===== src/rtl/pipeline_hazard_ctrl_pkg.sv =====
`default_nettype none
// ============================================================================
// Module      : pipe_ctrl_pkg
// Description : Shared types and constants for the pipeline hazard controller
//               and the pipeline registers it steers.
//               - hz_state_t  : controller state (RUN / DIVWAIT)
//               - FWD_*       : EX operand forwarding select encodings
//               - ctrl_word_t : decoded control word carried down the pipe
//               - CTRL_NOP    : control word loaded when a register bubbles
//               - rd_match()  : "a pending write to rd feeds source rs" test
// Revision    : 1.0 - initial release
// ============================================================================
package pipe_ctrl_pkg;

    // Controller state. RUN is the normal issue state; DIVWAIT holds the
    // front of the pipe while a multi-cycle divide occupies EX.
    typedef enum logic [0:0] {
        RUN     = 1'b0,
        DIVWAIT = 1'b1
    } hz_state_t;

    // EX operand source selects.
    localparam logic [1:0] FWD_RF    = 2'b00;  // register file value
    localparam logic [1:0] FWD_EXMEM = 2'b01;  // EX/MEM ALU result
    localparam logic [1:0] FWD_MEMWB = 2'b10;  // MEM/WB write data

    // Decoded control word travelling with each instruction.
    typedef struct packed {
        logic       reg_write;
        logic       mem_read;
        logic       mem_write;
        logic       branch;
        logic       jump;
        logic       div_op;
        logic [3:0] alu_op;
        logic       alu_src;
        logic [1:0] wb_sel;
    } ctrl_word_t;

    // A bubble clears every control bit so the slot has no side effects.
    localparam ctrl_word_t CTRL_NOP = '0;

    // True when a stage with write-enable 'we' and destination 'rd' produces
    // the value read through source 'rs'. x0 is hard-wired zero and is never
    // a real producer.
    function automatic logic rd_match(input logic       we,
                                      input logic [4:0] rd,
                                      input logic [4:0] rs);
        return we && (rd != 5'd0) && (rd == rs);
    endfunction

endpackage
`default_nettype wire


===== src/rtl/pipeline_hazard_ctrl_fwd_unit.sv =====
`default_nettype none
// ============================================================================
// Module      : fwd_unit
// Description : Operand forwarding select for one EX source operand. The
//               younger producer (EX/MEM) wins over the older one (MEM/WB).
//               Purely combinational.
// Ports       : RS              in  5  source register read in EX
//               MEM_RD          in  5  destination held in EX/MEM
//               MEM_WRITEENABLE in  1  EX/MEM will write MEM_RD
//               WB_RD           in  5  destination held in MEM/WB
//               WB_WRITEENABLE  in  1  MEM/WB will write WB_RD
//               FWD_SEL         out 2  FWD_RF / FWD_EXMEM / FWD_MEMWB
// Revision    : 1.0 - initial release
// ============================================================================
module fwd_unit
    import pipe_ctrl_pkg::*;
(
    input  logic [4:0] RS,
    input  logic [4:0] MEM_RD,
    input  logic       MEM_WRITEENABLE,
    input  logic [4:0] WB_RD,
    input  logic       WB_WRITEENABLE,
    output logic [1:0] FWD_SEL
);

    logic w_mem_hit;
    logic w_wb_hit;

    assign w_mem_hit = rd_match(MEM_WRITEENABLE, MEM_RD, RS);
    assign w_wb_hit  = rd_match(WB_WRITEENABLE, WB_RD, RS);

    always_comb begin
        FWD_SEL = FWD_RF;
        if (w_mem_hit) begin
            FWD_SEL = FWD_EXMEM;
        end else if (w_wb_hit) begin
            FWD_SEL = FWD_MEMWB;
        end
    end

endmodule
`default_nettype wire


===== src/rtl/pipeline_hazard_ctrl.sv =====
`default_nettype none
// ============================================================================
// Module      : pipeline_hazard_ctrl
// Description : Stall / flush / forwarding controller for the 5-stage RV32IM
//               pipeline. Produces hold and bubble controls for the PC and
//               the four pipeline registers, resolving (highest priority
//               first) memory busywait, multi-cycle divide, taken branch and
//               load-use hazards. Also drives EX forwarding selects and two
//               saturating performance counters.
// Parameters  : DIV_CYCLES  EX occupancy of a divide/remainder (>= 2)
//               CNT_W       performance counter width
// Ports       : CLK, RESET                    clock, sync active-high reset
//               IMEM_BUSYWAIT, DMEM_BUSYWAIT  cache wait requests
//               ID_RS1/RS2, ID_USES_RS1/RS2   sources of the ID instruction
//               EX_RS1/RS2/RD, EX_MEMREAD,
//               EX_DIV_START, BRANCH_TAKEN    EX instruction information
//               MEM_RD/WB_RD + WRITEENABLEs   pending register writes
//               PC/IF_ID/ID_EX/EX_MEM_HOLD    hold at the next edge
//               IF_ID_FLUSH, *_BUBBLE         load a NOP at the next edge
//               FWD_A_SEL, FWD_B_SEL          EX operand sources
//               DIV_BUSY                      EX held by a divide
//               STALL_CNT, FLUSH_CNT          saturating event counters
// Revision    : 1.0 - initial release
// ============================================================================
module pipeline_hazard_ctrl
    import pipe_ctrl_pkg::*;
#(
    parameter int DIV_CYCLES = 34,
    parameter int CNT_W      = 32
) (
    input  logic             CLK,
    input  logic             RESET,
    input  logic             IMEM_BUSYWAIT,
    input  logic             DMEM_BUSYWAIT,
    input  logic [4:0]       ID_RS1,
    input  logic [4:0]       ID_RS2,
    input  logic             ID_USES_RS1,
    input  logic             ID_USES_RS2,
    input  logic [4:0]       EX_RS1,
    input  logic [4:0]       EX_RS2,
    input  logic [4:0]       EX_RD,
    input  logic             EX_MEMREAD,
    input  logic             EX_DIV_START,
    input  logic             BRANCH_TAKEN,
    input  logic [4:0]       MEM_RD,
    input  logic [4:0]       WB_RD,
    input  logic             MEM_WRITEENABLE,
    input  logic             WB_WRITEENABLE,
    output logic             PC_HOLD,
    output logic             IF_ID_HOLD,
    output logic             ID_EX_HOLD,
    output logic             EX_MEM_HOLD,
    output logic             IF_ID_FLUSH,
    output logic             ID_EX_BUBBLE,
    output logic             EX_MEM_BUBBLE,
    output logic             MEM_WB_BUBBLE,
    output logic [1:0]       FWD_A_SEL,
    output logic [1:0]       FWD_B_SEL,
    output logic             DIV_BUSY,
    output logic [CNT_W-1:0] STALL_CNT,
    output logic [CNT_W-1:0] FLUSH_CNT
);

    // The divide counter counts the remaining hold cycles after entry. Entry
    // itself is one hold cycle, so it starts at DIV_CYCLES-2 and the cycle in
    // which it reads zero is the release cycle.
    localparam int              DCNT_W    = $clog2(DIV_CYCLES);
    localparam logic [DCNT_W-1:0] DCNT_INIT = DCNT_W'(DIV_CYCLES - 2);

    hz_state_t          r_state;
    logic [DCNT_W-1:0]  r_dcnt;
    logic [CNT_W-1:0]   r_stall_cnt;
    logic [CNT_W-1:0]   r_flush_cnt;

    logic       w_busy;
    logic       w_load_use;
    logic       w_div_hold;
    logic       w_flush_evt;
    logic       w_pc_hold;
    logic       w_if_id_hold;
    logic       w_id_ex_hold;
    logic       w_ex_mem_hold;
    logic       w_if_id_flush;
    logic       w_id_ex_bubble;
    logic       w_ex_mem_bubble;
    logic       w_mem_wb_bubble;
    logic       w_div_busy;
    logic [1:0] w_fwd_a;
    logic [1:0] w_fwd_b;

    assign w_busy = IMEM_BUSYWAIT || DMEM_BUSYWAIT;

    // A load in EX whose destination is read by the ID instruction. The
    // rd != 0 qualifier lives inside rd_match().
    assign w_load_use = EX_MEMREAD &&
                        (rd_match(ID_USES_RS1, EX_RD, ID_RS1) ||
                         rd_match(ID_USES_RS2, EX_RD, ID_RS2));

    // ------------------------------------------------------------------
    // Hold / bubble generation. Combinational so the controls act on the
    // very next edge.
    // ------------------------------------------------------------------
    always_comb begin
        w_div_hold      = 1'b0;
        w_flush_evt     = 1'b0;
        w_pc_hold       = 1'b0;
        w_if_id_hold    = 1'b0;
        w_id_ex_hold    = 1'b0;
        w_ex_mem_hold   = 1'b0;
        w_if_id_flush   = 1'b0;
        w_id_ex_bubble  = 1'b0;
        w_ex_mem_bubble = 1'b0;
        w_mem_wb_bubble = 1'b0;
        w_div_busy      = 1'b0;

        if (RESET) begin
            // Every register fills with NOPs while reset is held.
            w_if_id_flush   = 1'b1;
            w_id_ex_bubble  = 1'b1;
            w_ex_mem_bubble = 1'b1;
            w_mem_wb_bubble = 1'b1;
        end else if (w_busy) begin
            // Freeze the whole front end; WB retires a NOP meanwhile so the
            // instruction in MEM/WB is not written back twice.
            w_pc_hold       = 1'b1;
            w_if_id_hold    = 1'b1;
            w_id_ex_hold    = 1'b1;
            w_ex_mem_hold   = 1'b1;
            w_mem_wb_bubble = 1'b1;
        end else begin
            case (r_state)
                RUN: begin
                    if (EX_DIV_START) begin
                        // Divide outranks a simultaneous taken branch.
                        w_div_hold = 1'b1;
                    end else if (BRANCH_TAKEN) begin
                        // Squash the two wrong-path slots; a load-use match
                        // against a squashed instruction is irrelevant.
                        w_flush_evt    = 1'b1;
                        w_if_id_flush  = 1'b1;
                        w_id_ex_bubble = 1'b1;
                    end else if (w_load_use) begin
                        w_pc_hold      = 1'b1;
                        w_if_id_hold   = 1'b1;
                        w_id_ex_bubble = 1'b1;
                    end
                end
                DIVWAIT: begin
                    // dcnt == 0 is the release cycle: nothing asserted, the
                    // divide result moves into EX/MEM at this edge.
                    w_div_hold = (r_dcnt != '0);
                end
                default: begin
                    w_div_hold = 1'b0;
                end
            endcase

            if (w_div_hold) begin
                w_pc_hold       = 1'b1;
                w_if_id_hold    = 1'b1;
                w_id_ex_hold    = 1'b1;
                w_ex_mem_bubble = 1'b1;
                w_div_busy      = 1'b1;
            end
        end
    end

    // ------------------------------------------------------------------
    // Divide state machine.
    // ------------------------------------------------------------------
    always_ff @(posedge CLK) begin
        if (RESET) begin
            r_state <= RUN;
            r_dcnt  <= '0;
        end else begin
            case (r_state)
                RUN: begin
                    // A divide cannot start while a busywait freezes EX.
                    if (!w_busy && EX_DIV_START) begin
                        r_state <= DIVWAIT;
                        r_dcnt  <= DCNT_INIT;
                    end
                end
                DIVWAIT: begin
                    // The divider keeps iterating under busywait, so only the
                    // release cycle can be stretched by it.
                    if (r_dcnt != '0) begin
                        r_dcnt <= r_dcnt - DCNT_W'(1);
                    end else if (!w_busy) begin
                        r_state <= RUN;
                    end
                end
                default: begin
                    r_state <= RUN;
                    r_dcnt  <= '0;
                end
            endcase
        end
    end

    // ------------------------------------------------------------------
    // Saturating performance counters.
    // ------------------------------------------------------------------
    always_ff @(posedge CLK) begin
        if (RESET) begin
            r_stall_cnt <= '0;
            r_flush_cnt <= '0;
        end else begin
            if (w_pc_hold && (r_stall_cnt != '1)) begin
                r_stall_cnt <= r_stall_cnt + CNT_W'(1);
            end
            if (w_flush_evt && (r_flush_cnt != '1)) begin
                r_flush_cnt <= r_flush_cnt + CNT_W'(1);
            end
        end
    end

    // ------------------------------------------------------------------
    // Forwarding, one unit per EX operand. Independent of stall state;
    // only reset forces the register-file source.
    // ------------------------------------------------------------------
    fwd_unit u_fwd_a (
        .RS              (EX_RS1),
        .MEM_RD          (MEM_RD),
        .MEM_WRITEENABLE (MEM_WRITEENABLE),
        .WB_RD           (WB_RD),
        .WB_WRITEENABLE  (WB_WRITEENABLE),
        .FWD_SEL         (w_fwd_a)
    );

    fwd_unit u_fwd_b (
        .RS              (EX_RS2),
        .MEM_RD          (MEM_RD),
        .MEM_WRITEENABLE (MEM_WRITEENABLE),
        .WB_RD           (WB_RD),
        .WB_WRITEENABLE  (WB_WRITEENABLE),
        .FWD_SEL         (w_fwd_b)
    );

    assign PC_HOLD       = w_pc_hold;
    assign IF_ID_HOLD    = w_if_id_hold;
    assign ID_EX_HOLD    = w_id_ex_hold;
    assign EX_MEM_HOLD   = w_ex_mem_hold;
    assign IF_ID_FLUSH   = w_if_id_flush;
    assign ID_EX_BUBBLE  = w_id_ex_bubble;
    assign EX_MEM_BUBBLE = w_ex_mem_bubble;
    assign MEM_WB_BUBBLE = w_mem_wb_bubble;
    assign DIV_BUSY      = w_div_busy;
    assign FWD_A_SEL     = RESET ? FWD_RF : w_fwd_a;
    assign FWD_B_SEL     = RESET ? FWD_RF : w_fwd_b;
    assign STALL_CNT     = r_stall_cnt;
    assign FLUSH_CNT     = r_flush_cnt;

endmodule
`default_nettype wire


===== config.mk =====
export PLATFORM = sky130hd
export DESIGN_NAME = pipeline_hazard_ctrl
export DESIGN_NICKNAME = d
export VERILOG_FILES = /design/src/rtl/pipeline_hazard_ctrl_pkg.sv /design/src/rtl/pipeline_hazard_ctrl_fwd_unit.sv /design/src/rtl/pipeline_hazard_ctrl.sv
export SDC_FILE = /design/constraint.sdc
export NUM_CORES = 1
export LEC_CHECK = 0
export ABC_AREA = 1
export ABC_CLOCK_PERIOD_IN_PS = 2530
export CAP_MARGIN = 20
export CORE_MARGIN = 2
export CORE_UTILIZATION = 50
export CTS_BUF_LIST = sky130_fd_sc_hd__clkbuf_4 sky130_fd_sc_hd__clkbuf_8 sky130_fd_sc_hd__clkbuf_16
export DETAILED_ROUTE_END_ITERATION = 6
export MAX_ROUTING_LAYER = met4
export PLACE_DENSITY = 0.81
export SYNTH_ARGS = -nofsm -noshare
export SYNTH_HDL_FRONTEND = slang
export SYNTH_SLANG_ARGS = --single-unit

===== constraint.sdc =====
create_clock -name CLK -period 2.53 [get_ports CLK]
set_clock_uncertainty 0.15 [all_clocks]
set_input_delay 0.506 -clock CLK [delete_from_list [all_inputs] [get_ports CLK]]
set_output_delay 0.506 -clock CLK [all_outputs]
set_load 0.03 [all_outputs]

==> flow_summary_export.csv <==
group,metric,value,unit
clock_network,cts_max_level,3,
drt,firstDrtPassIters,5,
drt,drt-wirelength-per-cell,13.6,µm
die,die_h,104,µm
run_status,status,"finished, violations left",
drt,routed.top_layer,"met4",
yosys,synth_area_per_cell,6.11,µm²
drt,wl,15000,µm
die,core_area,0.00977,mm²
die,die_area,0.0109,mm²
drt,route.met3.wl,720,µm
setup_path,crit_arrival,1.88,ns
place,post-dp-hpwl,11600,µm
grt,grt_use_total,28.2,%
place,port_buffers,122,
sta,rsz0062_at_grt,"yes",
yosys,synth_top_area_cell,"dfxtp_1",
yosys,ys.flop_type,"dfxtp_1",
clock_network,cts_num_sinks,71,
setup_path,critPathMaxStageDelay,0.51,ns
die,start_util,51.4,%
setup_path,crit_start,"WB_RD[4]",
yosys,yosysWarnings,0,
pwr,vdd_drop_max,368,µV
min_path,hold_path.class,"register to register",
setup_path,cp-end-kind,"output pin",
setup_path,r2r-end,"STALL_CNT[0]",
drt,drc,0,
drt,final_antenna_net_count,0,
clock_network,ctsLongestPathBuffers,2,
sta,min_period,2.54,ns
yosys,synth-edff-count,0,
setup_path,path_depth,6,
sta,fin_tns_setup,-0.00671,ns
drt,dr_total_vias,5630,
clock_network,cts_tree,"built",
setup_path,critPathTopFamily,"buffers and inverters",
layout,fin_nets,1014,
clock_network,ctsHoldBuffers,0,
die,io_pins,123,
yosys,synth_top_area_share,28.3,%
setup_path,cp_cell_sequence,"clkdlybuf4s50_1 -> xor2_1 -> nor3_2 -> nand3_1 -> nor3_1 -> buf_4",
layout,antennaDiodeCount,0,
layout,fin_util,69.8,%
grt,grt_pass1_wl,24900,µm
drt,route.detailed.vias_per_inst,5.11,
grt,antenna_found_initial,0,
sta,fin_crit_sh,100,%
die,placementRows,36,
setup_path,worstRegToRegCells,14,
pwr,power,2700,µW
setup_path,crit_path_top_delay_cell,"clkdlybuf4s50_1",
setup_path,cp_max_fo,3,
run,cap_viol_max_count,0,
sta,fin_ws,-0.00671,ns
clock_network,cts-root-buf,"clkbuf_8",
sta,max_freq,394,MHz
clock_network,clk_latency,0.34,ns
setup_path,worst-setup-path-type,"input port to output pin",
yosys,yosysSeqAreaShare,28.3,%
setup_path,start_kind,"input port",
yosys,synth_area_leaders,"dfxtp_1 28%, nand2_1 22%, xor2_1 7.0%, a21oi_1 6.7%, nor2_1 6.7%",
yosys,ys_ff_latch,71,
sta,relSlewSlack,61.1,%
setup_path,rr_startpoint,"r_dcnt[0]",
yosys,yosys.cell_count.top_type,"nand2_1",
run_status,violations,"negative setup slack",
layout,fillers,913,
yosys,synthesis.nets,872,
clock_network,clk_pin_slew,0.08,ns
yosys,async_reset_ff_share,0,%
setup_path,critPathBufInv,2,
setup_path,worst_ep_required_time,1.87,ns
layout,drive_above_1_share,10.8,%
die,fp.dieW,104,µm
sta,slew_violations,0,
yosys,ys_types,39,
drt,drt_iter0_drc,320,
drt,wl_met2,7390,µm
yosys,synth_common_cells,"288 x nand2_1, 89 x nor2_1, 72 x inv_1, 71 x dfxtp_1, 67 x a21oi_1",
sta,finalHoldViolations,0,
grt,first_global_vias,5338,
yosys,syn_area,0.00502,mm²
pwr,p_per_area,396,mW/mm²
drt,routedLengthMet1,6530,µm
setup_path,endpoint,"FWD_A_SEL[1]",
place,gp_congestion,0.959,
pwr,p_leak,0.00260,µW
yosys,synthCells,822,
layout,area_growth,36.0,%
clock_network,cts_buffers,9,
sta,worst_pin_slew,0.584,ns
setup_path,r2r_slack,0.27,ns
grt,grt_max_degree,54,
grt,grt_overflow_total,0,
sta,setup_viol,1,
power breakdown:
part / switching (µW) / internal (µW) / total (µW)
logic: 224 / 184 / 408
clock network: 433 / 709 / 1140
registers: 16.2 / 1130 / 1150
cells in the final DEF (no fill, tap or decap), types with 2 or more instances in the layout:
master / synthesis / layout
nand2_1: 288 / 286
clkdlybuf4s50_1: 0 / 88
nor2_1: 89 / 86
dfxtp_1: 71 / 70
inv_1: 72 / 70
a21oi_1: 67 / 67
nand3_1: 56 / 55
xor2_1: 40 / 40
buf_4: 5 / 40
nor3_1: 32 / 30
xnor2_1: 14 / 14
dlygate4sd2_1: 0 / 12
nand3b_1: 11 / 11
clkbuf_8: 0 / 11
nand4_1: 9 / 9
nor2_2: 5 / 8
nor3_2: 4 / 6
inv_2: 3 / 5
o21ai_0: 6 / 5
ha_1: 4 / 4
dlymetal6s2s_1: 0 / 4
nand2_2: 2 / 3
nand2_4: 2 / 3
bufinv_16: 0 / 3
clkbuf_2: 0 / 3
o21ai_1: 1 / 2
or2_4: 0 / 2
nor4_4: 0 / 2
or2_2: 4 / 2
o31ai_1: 2 / 2
clkdlybuf4s15_1: 0 / 2
buf_2: 4 / 2
buf_6: 3 / 2
buf_12: 0 / 2
sequential cells by signal, summed over array words and instances (netlist names):
name,cells
FLUSH_CNT,32
STALL_CNT,32
r_dcnt,6
r_state,1
final cells by class:
| type | count | area (µm²) | share of cell area, % |
|---|---|---|---|
| clock buffer | 11 | 151 | 2.22 |
| tap | 133 | 166 | 2.44 |
| timing repair buffer | 155 | 1440 | 21.2 |
| clock inverter | 5 | 104 | 1.52 |
| sequential | 71 | 1420 | 20.8 |
| multi-input combinational | 651 | 3250 | 47.6 |
| inverter | 76 | 288 | 4.22 |
repair_timing:
action                                  CTS  global route
endpoints found under the setup margin    8             9
gates resized for setup                  32            24
buffers inserted                          2             0
pin swaps                                 8            12
cell families after synthesis:
group                    after synthesis  share of synthesized area (%)
flip-flops                            71                           28.3
XOR/XNOR                              54                           9.42
AO/OA/AOI/OAI                         82                           8.60
buffers and inverters                100                           8.45
AND/OR/NAND/NOR                      511                           44.2
adder cells (fa/ha/maj)                4                          0.997
stage by stage:
stage / hold WS (ns) / std cells / instance area, µm² / setup WS, ns
after floorplan: 0.253 / 822 / 5020 / 0.0959
after global placement: 0.261 / 1085 / 6500 / -0.501
after detailed placement: 0.282 / 1085 / 6500 / -0.494
after CTS: 0.292 / 1103 / 6790 / 0.000393
after global routing: 0.330 / 1102 / 6830 / -0.0351
final: 0.287 / 1102 / 6830 / -0.00671
worst min path at each step:
stage,cells after the start,to,start
final,1,r_dcnt[0],r_dcnt[0]
after CTS,1,r_dcnt[0],r_dcnt[0]
after global routing,1,r_dcnt[0],r_dcnt[0]
after global placement,1,r_dcnt[0],r_dcnt[0]
after floorplan,1,r_dcnt[0],r_dcnt[0]
after detailed placement,1,r_dcnt[0],r_dcnt[0]
metal layers:
metal | global-route usage, % | up-vias
met1 | 34.8 | 2523
met4 | 7.72 | 0
met2 | 49.1 | 172
met3 | 2.82 | 27
met5 | - | -
li1 | - | 2908
Power figures use the tool's default switching activity.
